File: config.mk
export PLATFORM = sky130hd
export DESIGN_NAME = hls_phi_add_unit
export DESIGN_NICKNAME = d
export VERILOG_FILES = /design/src/rtl/hls_phi_add_unit.sv
export SDC_FILE = /design/constraint.sdc
export NUM_CORES = 1
export LEC_CHECK = 0
export ABC_AREA = 1
export CELL_PAD_IN_SITES_DETAIL_PLACEMENT = 1
export CELL_PAD_IN_SITES_GLOBAL_PLACEMENT = 2
export CORE_MARGIN = 2
export CORE_UTILIZATION = 18
export DETAILED_ROUTE_END_ITERATION = 8
export GPL_TIMING_DRIVEN = 0
export PLACE_DENSITY_LB_ADDON = 0.1
export REMOVE_ABC_BUFFERS = 1
export SLEW_MARGIN = 20
export SYNTH_ARGS = -nofsm -noshare
export SYNTH_HDL_FRONTEND = slang
export SYNTH_HIERARCHICAL = 1
export SYNTH_SLANG_ARGS = --single-unit
export TNS_END_PERCENT = 10
File: constraint.sdc
create_clock -name clk -period 2.6 [get_ports clk]
set_input_delay 0.52 -clock clk [delete_from_list [all_inputs] [get_ports clk]]
set_output_delay 0.52 -clock clk [all_outputs]
set_load 0.005 [all_outputs]
File: src/rtl/hls_phi_add_unit.sv
// HLS datapath primitives: wrap-around adder, phi mux and
// last-basic-block tracker that steers the phi.

module br_dummy;
endmodule

module hls_phi_add_unit #(
  parameter int ADD_WIDTH = 32,
  parameter int PHI_WIDTH = 8,
  parameter int NB_PAIR   = 2
) (
  input  logic                           clk,
  input  logic                           rst,
  input  logic [ADD_WIDTH-1:0]           add_in0,
  input  logic [ADD_WIDTH-1:0]           add_in1,
  output logic [ADD_WIDTH-1:0]           add_out,
  input  logic [NB_PAIR*PHI_WIDTH-1:0]   phi_in,
  input  logic [NB_PAIR*32-1:0]          phi_s,
  output logic [PHI_WIDTH-1:0]           phi_out,
  input  logic                           bb_valid,
  input  logic [31:0]                    bb_id,
  output logic [31:0]                    last_block
);

  logic [31:0] last_q;

  br_dummy u_br_dummy ();

  assign add_out    = add_in0 + add_in1;
  assign last_block = last_q;

  always_ff @(posedge clk) begin
    if (rst) begin
      last_q <= '0;
    end else if (bb_valid) begin
      last_q <= bb_id;
    end
  end

  // Scan high to low so the lowest matching pair wins.
  always_comb begin
    phi_out = '0;
    for (int i = NB_PAIR - 1; i >= 0; i--) begin
      if (phi_s[i*32 +: 32] == last_q) begin
        phi_out = phi_in[i*PHI_WIDTH +: PHI_WIDTH];
      end
    end
  end

endmodule

==> results of run 1 <==
-- critical path: stages --
cell and delay [ns]:
buf_6 0.10, ha_4 0.15, fa_2 0.40, nand2_2 0.09, nand2_2 0.05, and2_4 0.15, nand3_2 0.05, nand3b_1 0.19
buf_4 0.21, nand2_4 0.05, nand2_2 0.04, nand2_1 0.06, nand2_1 0.05, buf_2 0.12
-- final timing paths --
check	from	endpoint	slack [ns]
setup / recovery	add_in0[0]	add_out[28]	-0.18
hold / removal	rst	last_block[4]	0.47
setup reg to reg	last_block[21]	last_block[21]	1.81
hold reg to reg	last_block[23]	last_block[23]	0.52
-- per-stage QoR --
step	hold slack [ns]	instance area, um2	setup WS (ns)	total power, mW	TNS (ns)
6_report	0.469	8950	-0.177	2.75	-1.24
3_3_place_gp	0.515	7410	-0.984	1.92	-54.43
3_5_place_dp	0.508	7440	-0.994	1.92	-25.91
5_1_grt	0.477	8950	-0.265	2.98	-4.03
2_1_floorplan	0.495	4490	0.262	1.16	0
4_1_cts	0.467	8680	-0.206	2.74	-2.94
-- metal layers --
layer / up-vias / global-route usage
met1: 2755 / 0.174
met2: 143 / 0.277
met5: - / 0
met4: 6 / 0.0213
li1: 3205 / -
met3: 15 / 0.0502
-- kinds of logic after synthesis --
family                     share of synthesized area
buffers and inverters                          0.124
adders and majority gates                     0.0902
DFF                                            0.142
AOI/OAI and AO/OA                             0.0852
and+or+nand+nor                                0.470
xor gates and xnor gates                      0.0890
-- cell type report --
type	count	share of cell area
Multi-Input combinational cell	663	0.486
Antenna cell	4	0.00112
Tap cell	330	0.0461
Inverter	140	0.0593
Sequential cell	32	0.0716
Clock buffer	6	0.0144
Timing Repair Buffer	312	0.321
Clock inverter	1	0.000559
-- cells in the final DEF (no fill, tap or decap), types with 30 or more instances in the layout --
| cell type | count |
|---|---|
| ha_4 | 30 |
| nand2_1 | 279 |
| nand3_1 | 33 |
| clkdlybuf4s50_1 | 129 |
| buf_4 | 53 |
| dlygate4sd2_1 | 61 |
| nand2_2 | 55 |
| inv_1 | 119 |
| nor2_1 | 71 |
| dfxtp_1 | 32 |
-- power groups by stage --
stage	registers [mW]	clock network, mW	logic [mW]
global placement	0.577	0	1.34
floorplan	0.571	0	0.594
detailed placement	0.576	0	1.35
finish	0.565	0.591	1.60
CTS	0.567	0.612	1.56
global route	0.572	0.631	1.78
-- what timing repair did --
action | 4_1_cts | 5_1_grt
gates cloned | 1 | 0
resized for setup | 345 | 101
hold buffers | 0 | 0
pin swaps | 95 | 64
setup endpoints to repair | 39 | 33
setup buffers | 50 | 10
==> results.sh, run 1 <==
export IMPL_yosysWarnings=6
export IMPL_power_density_nw_per_um2=308
export IMPL_top_layer_used="met5"
export IMPL_fill_cells=3172
export IMPL_layout_drive_gt1_share=0.264
export IMPL_synth_seq_cells=32
export IMPL_die_w_um=163
export IMPL_dp_hpwl_um=16600
export IMPL_fin_crit_sh=1.07
export IMPL_die_h_um=163
export IMPL_gr_total_overflow=0
export IMPL_io_pins=251
export IMPL_netlist_top_cell_by_area="nand2_1"
export IMPL_yosys_top_cells_count="nand2_1 (350), inv_1 (129), nor2_1 (98), nand3_1 (42), a21oi_1 (35)"
export IMPL_setup_violations_final=15
export IMPL_rows=58
export IMPL_synth_cell_types=32
export IMPL_status="complete, but fails checks"
export IMPL_skew_ns=0
export IMPL_grt_util_all_layers=0.151
export IMPL_grt_start_max_net_pins=48
export IMPL_dr_total_vias=6124
export IMPL_cp_required_ns=2.08
export IMPL_switching_power_mw=1.05
export IMPL_clockRootBuffer="clkbuf_16"
export IMPL_p_comb_frac=0.580
export IMPL_areaGrowthSynthToFinish_pct=97.8
export IMPL_synth_area_per_cell_um2=5.37
export IMPL_max_freq_ghz=0.360
export IMPL_core_um2=25000
export IMPL_holdCritPathClass="in -> reg"
export IMPL_grt_setup_unrepaired="yes"
export IMPL_critPathLaunchType="input pin"
export IMPL_clkPwrFrac=0.214
export IMPL_yosysMostFrequentCell="nand2_1"
export IMPL_wl_met3_um=1660
export IMPL_slew_headroom=0.606
export IMPL_drc=0
export IMPL_nets=1365
export IMPL_gp_congestion=0.760
export IMPL_cts_made_buffers=5
export IMPL_p_leak_nw=4.50
export IMPL_violations="setup timing"
export IMPL_synthFlopType="dfxtp_1"
export IMPL_swShare=0.383
export IMPL_p_seq_frac=0.205
export IMPL_instances_no_fill=1488
export IMPL_synth_top_area_frac=0.290
export IMPL_syn_instance_count=843
export IMPL_final_max_slew_viol_count=0
export IMPL_drt_total_wl_um=20400
export IMPL_final_core_util=0.359
export IMPL_wl_met1_um=8420
export IMPL_synth_edf_count=0
export IMPL_worstMarginPinSlew_ns=0.589
export IMPL_path_clk_slew_ns=0.06
export IMPL_clock_path_buffers=2
export IMPL_crit_type="in -> out"
export IMPL_arrival_ns=2.26
export IMPL_htreeDepth=2
export IMPL_met2_length_um=10200
export IMPL_antenna_found_initial=8
export IMPL_hold_depth=2
export IMPL_multi_input_area_um2=4350
export IMPL_dp_cells=1416
export IMPL_internal_power_mw=1.70
export IMPL_cts_sinks=32
export IMPL_die_area_um2=26400
export IMPL_cts_tree="built"
export IMPL_seqCellArea_um2=641
export IMPL_finalWorstSetupSlack_ns=-0.177
export IMPL_detail_route_vias_per_cell=4.12
export IMPL_initial_utilization=0.181
export IMPL_drt_iter0_drc=93
export IMPL_yosys_top_cells_area="nand2_1 (29%), dfxtp_1 (14%), inv_1 (11%)"
export IMPL_ant_nets=0
export IMPL_async_flop_share=0
export IMPL_yosysSeqAreaShare=0.142
export IMPL_clock_latency_ns=0.28
export IMPL_grt_pass1_vias=6288
export IMPL_finalHoldViolCount=0
export IMPL_syn_area_um2=4520
export IMPL_ff2ff_path_depth=2
export IMPL_finalCriticalPeriod_ns=2.78
export IMPL_cap_violations=0
export IMPL_wl_per_cell_um=13.7
export IMPL_max_vdd_ir_drop_uv=211
export IMPL_largest_register_ffs=32
export IMPL_firstDrtPassIters=4
export IMPL_end_kind="primary output"
export IMPL_critical_path_max_fanout=3
export IMPL_grt_pass1_wl_um=31900
export IMPL_io_buffers=250
Note: power is estimated with default switching activity, not from simulation.
==> run 2: changes to the inputs <==
GPL_TIMING_DRIVEN = not set   (was 0)
SLEW_MARGIN = 10   (was 20)
==> run 2 against run 1 <==
Against the previous run: the flow still finishes with violations (setup timing); final cell count rose by 3.0%; first-iteration DRC count rose by 37%; global-route usage rose by 0.65 points; routed wire length rose by 2.5%; non-clock buffer count rose by 47; maximum frequency rose by 2.4%; setup slack improved by 0.064 ns; cell area rose by 3.1%.
==> results.sh, run 2 (synthesis gave the netlist of run 1 again) <==
export IMPL_grt_pass1_wl_um=33300
export IMPL_core_um2=25000
export IMPL_cap_violations=0
export IMPL_final_common_cell="nand2_1"
export IMPL_dp_worst_setup_slack_ns=-0.892
export IMPL_die_area_um2=26400
export IMPL_max_freq_ghz=0.369
export IMPL_p_comb_frac=0.592
export IMPL_detail_route_vias_per_cell=4.10
export IMPL_fill_cells=3221
export IMPL_startpoint="add_in0[0]"
export IMPL_clock_latency_ns=0.28
export IMPL_power_density_nw_per_um2=305
export IMPL_hold_buffers=0
export IMPL_nets=1411
export IMPL_crit_type="in -> out"
export IMPL_ant_nets=0
export IMPL_largest_register_ffs=32
export IMPL_clock_path_buffers=2
export IMPL_grt_start_max_net_pins=40
export IMPL_final_cell_mix="nand2_1 (279), inv_1 (117), clkdlybuf4s50_1 (117)"
export IMPL_drt_total_wl_um=20900
export IMPL_cts_made_buffers=5
export IMPL_max_vdd_ir_drop_uv=222
export IMPL_fin_crit_sh=1.04
export IMPL_dp_hpwl_um=17200
export IMPL_rows=58
export IMPL_gp_congestion=0.752
export IMPL_cts_tree="built"
export IMPL_arrival_ns=2.19
export IMPL_setup_violations_final=20
export IMPL_critical_path_max_fanout=3
export IMPL_finalWorstSetupSlack_ns=-0.113
export IMPL_firstDrtPassIters=4
export IMPL_critPathLaunchType="input pin"
export IMPL_grt_setup_unrepaired="yes"
export IMPL_htreeDepth=2
export IMPL_layout_drive_gt1_share=0.295
export IMPL_grt_pass1_vias=6618
export IMPL_die_h_um=163
export IMPL_grt_util_all_layers=0.157
export IMPL_gr_total_overflow=0
export IMPL_r2r_start="last_block[23]"
export IMPL_final_core_util=0.370
export IMPL_clockRootBuffer="clkbuf_16"
export IMPL_io_buffers=250
export IMPL_slew_headroom=0.707
export IMPL_end_kind="primary output"
export IMPL_dr_total_vias=6275
export IMPL_violations="setup timing"
export IMPL_p_total_mw=2.81
export IMPL_swShare=0.376
export IMPL_hp_start="last_block[5]"
export IMPL_drc=0
export IMPL_cp_required_ns=2.08
export IMPL_areaGrowthSynthToFinish_pct=104
export IMPL_final_max_slew_viol_count=0
export IMPL_wl_per_cell_um=13.7
export IMPL_skew_ns=0
export IMPL_antenna_found_initial=6
export IMPL_path_clk_slew_ns=0.06
export IMPL_switching_power_mw=1.06
export IMPL_finalHoldViolCount=0
export IMPL_internal_power_mw=1.76
export IMPL_drt_iter0_drc=127
export IMPL_status="complete, but fails checks"
export IMPL_p_leak_nw=4.59
export IMPL_holdCritPathClass="reg -> reg"
export IMPL_finalCriticalPeriod_ns=2.71
export IMPL_io_pins=251
export IMPL_clkPwrFrac=0.207
export IMPL_die_w_um=163
export IMPL_p_seq_frac=0.201
export IMPL_worstMarginPinSlew_ns=0.439
export IMPL_cts_sinks=32
export IMPL_initial_utilization=0.181
run 2: stage by stage:
step                hold slack, ns  TNS (ns)  instance area, um2  cells
detailed placement           0.516    -24.47                7970   1486
global placement             0.514    -23.85                7970   1486
finish                       0.521    -0.995                9230   1532
global route                 0.544     -3.80                9230   1531
CTS                          0.528     -1.78                9130   1529
floorplan                    0.495         0                4490    834
run 2: final cells by class:
cell class / instances / area, um2 / area share
Tap cell: 330 / 413 / 0.0447
Antenna cell: 2 / 5.00 / 0.000542
Timing Repair Buffer: 359 / 3220 / 0.349
Multi-Input combinational cell: 662 / 4290 / 0.465
Sequential cell: 32 / 641 / 0.0694
Inverter: 140 / 526 / 0.0569
Clock inverter: 1 / 5.00 / 0.000542
Clock buffer: 6 / 129 / 0.0140
run 2: metal layers:
metal,GRT usage,share of wire,up-vias
li1,-,-,3294
met3,0.0435,0.072,14
met5,0,0.0018,-
met4,0.0217,0.0057,6
met2,0.285,0.49,140
met1,0.189,0.43,2821
run 2: final timing paths:
check	endpoint	depth (start not counted)	slack, ns
worst max-delay path	add_out[28]	14	-0.11
worst min-delay path	last_block[5]	2	0.52
worst max register to register	last_block[23]	3	1.78
worst min register to register	last_block[5]	2	0.52
run 2: critical path, stage by stage:
cell	delay, ns
buf_6	0.10
ha_4	0.15
fa_2	0.39
nand2_2	0.08
nand2_2	0.05
and2_4	0.14
nand3_2	0.05
nand3b_1	0.17
buf_4	0.19
nand2_2	0.06
nand2_1	0.05
nand2_1	0.06
nand2_1	0.04
buf_2	0.11
run 2: what timing repair did:
item | CTS | global route
endpoints found under the setup margin | 39 | 36
pin swaps | 101 | 42
buffers inserted | 35 | 1
gates cloned | 2 | 0
gates resized for setup | 397 | 61
run 2: power by group through the flow:
stage / clock network (mW) / registers (mW) / logic (mW)
after global placement: 0 / 0.576 / 1.47
final: 0.582 / 0.565 / 1.67
after CTS: 0.615 / 0.566 / 1.66
after global routing: 0.627 / 0.571 / 1.85
after floorplan: 0 / 0.571 / 0.594
after detailed placement: 0 / 0.575 / 1.48
==> run 3: changes to the inputs <==
RECOVER_POWER = 50   (was not set)
==> run 3 against run 2 <==
Against the previous run: the run still ends with setup timing left; non-clock buffer count did not move; total power fell by 0.10%; clock power barely moved; critical endpoint unchanged; worst hold slack got worse by 0.0028 ns; maximum frequency barely moved; die area did not move; cell area barely moved.
==> results.sh, run 3 (synthesis gave the netlist of run 1 again) <==
export IMPL_power_density_nw_per_um2=304
export IMPL_dp_hpwl_um=17200
export IMPL_top_usage_layer="met2"
export IMPL_use_met2=0.285
export IMPL_clock_path_buffers=2
export IMPL_ff2ff_path_depth=3
export IMPL_max_vdd_ir_drop_uv=222
export IMPL_finalWorstSetupSlack_ns=-0.115
export IMPL_htreeDepth=2
export IMPL_critical_path_max_fanout=3
export IMPL_io_pins=251
export IMPL_core_um2=25000
export IMPL_cts_tree="built"
export IMPL_firstDrtPassIters=4
export IMPL_gr_total_overflow=0
export IMPL_hp_start="last_block[5]"
export IMPL_io_buffers=250
export IMPL_areaGrowthSynthToFinish_pct=104
export IMPL_hold_buffers=0
export IMPL_final_cell_mix="nand2_1 (279), inv_1 (117), clkdlybuf4s50_1 (112)"
export IMPL_die_area_um2=26400
export IMPL_drc=0
export IMPL_r2r_start="last_block[23]"
export IMPL_detail_route_vias_per_cell=4.09
export IMPL_met1_usage=0.189
export IMPL_met3_usage=0.0435
export IMPL_worst_path_largest_cell_delay_ns=0.39
export IMPL_fin_crit_sh=1.04
export IMPL_final_common_cell="nand2_1"
export IMPL_nets=1411
export IMPL_layout_drive_gt1_share=0.295
export IMPL_cp_top_family="simple AND/OR/NAND/NOR gates"
export IMPL_cap_violations=0
export IMPL_drt_total_wl_um=21000
export IMPL_cts_sinks=32
export IMPL_violations="setup timing"
export IMPL_drt_iter0_drc=124
export IMPL_max_freq_ghz=0.368
export IMPL_reg2reg_to="last_block[23]"
export IMPL_setup_tns_ns=-1.00
export IMPL_critPathBufInv=3
export IMPL_p_leak_nw=4.60
export IMPL_hold_depth=2
export IMPL_dpl_cell_area_um2=7970
export IMPL_grt_pass1_vias=6618
export IMPL_whs_endpoint="last_block[5]"
export IMPL_crit_type="in -> out"
export IMPL_wl_per_cell_um=13.7
export IMPL_grt_util_all_layers=0.157
export IMPL_arrival_ns=2.20
export IMPL_dp_worst_setup_slack_ns=-0.892
export IMPL_cpMaxStageDelayCell="fa_2"
export IMPL_worstMarginPinSlew_ns=0.864
export IMPL_grt_start_max_net_pins=40
export IMPL_die_w_um=163
export IMPL_dr_total_vias=6261
export IMPL_slew_headroom=0.424
export IMPL_holdCritPathClass="reg -> reg"
export IMPL_end_kind="primary output"
export IMPL_cts_made_buffers=5
export IMPL_critPathLaunchType="input pin"
export IMPL_path_cells="buf_6 > ha_4 > fa_2 > nand2_2 > nand2_2 > and2_4 > nand3_2 > nand3b_1 > buf_4 > nand2_2 > nand2_1 > nand2_1 > nand2_1 > buf_2"
export IMPL_gp_congestion=0.752
export IMPL_largest_register_ffs=32
export IMPL_rows=58
export IMPL_clock_latency_ns=0.28
export IMPL_fin_area_um2=9230
export IMPL_skew_ns=0
export IMPL_initial_utilization=0.181
export IMPL_cp_required_ns=2.08
export IMPL_grt_pass1_wl_um=33300
export IMPL_setup_violations_final=21
export IMPL_grt_setup_unrepaired="yes"
export IMPL_status="complete, but fails checks"
export IMPL_finalHoldViolCount=0
export IMPL_die_h_um=163
export IMPL_clockRootBuffer="clkbuf_16"
export IMPL_finalCriticalPeriod_ns=2.72
export IMPL_ant_nets=0
export IMPL_antenna_found_initial=6
export IMPL_final_max_slew_viol_count=0
export IMPL_rrSetupSlack_ns=1.78
export IMPL_path_clk_slew_ns=0.06
## run 3: how the worst max path moves through the flow
stage	cells after the start	to	start	slack [ns]
final	14	add_out[28]	add_in0[0]	-0.12
after global routing	13	add_out[26]	add_in1[10]	-0.21
after CTS	14	add_out[28]	add_in1[0]	-0.14
after detailed placement	11	add_out[12]	add_in0[0]	-0.89
after global placement	11	add_out[12]	add_in0[0]	-0.89
after floorplan	11	add_out[28]	add_in0[0]	0.26
## run 3: repair_timing
item | 4_1_cts | 5_1_grt
endpoints found under the hold margin | 0 | 0
setup endpoints to repair | 39 | 36
resized for setup | 397 | 61
pin swaps | 101 | 42
buffers inserted | 35 | 1
cloned | 2 | 0
## run 3: routing by layer
| layer | share of wire | vias up |
|---|---|---|
| met5 | 0.0022 | - |
| met1 | 0.43 | 2810 |
| met4 | 0.0058 | 6 |
| li1 | - | 3294 |
| met3 | 0.071 | 13 |
| met2 | 0.49 | 138 |
## run 3: worst min-delay path, cell delays in order, from the launching register on
cell and delay [ns]:
dfxtp_1 0.33, inv_2 0.07, a211oi_1 0.06
## run 3: layout make-up
cell class | count | area, um2
tap | 330 | 413
clock buffer | 6 | 129
multi-input combinational | 662 | 4290
fill | 3222 | 15700
clock inverter | 1 | 5.00
sequential | 32 | 641
antenna | 2 | 5.00
timing repair buffer | 359 | 3220
inverter | 140 | 526
## run 3: power breakdown
part | switching [mW] | leakage [nW] | internal, mW
clock | 0.233 | 0.0667 | 0.349
sequential | 0.0415 | 0.265 | 0.523
combinational | 0.781 | 4.26 | 0.883
total | 1.06 | 4.60 | 1.75
## run 3: metrics by stage
stage	utilization	instances	power (mW)	hold WS [ns]
global placement	0.319	1486	2.05	0.514
detailed placement	0.319	1486	2.06	0.516
floorplan	-	834	1.16	0.495
finish	0.370	1532	2.81	0.518
global route	0.370	1531	3.05	0.546
CTS	0.366	1529	2.84	0.528
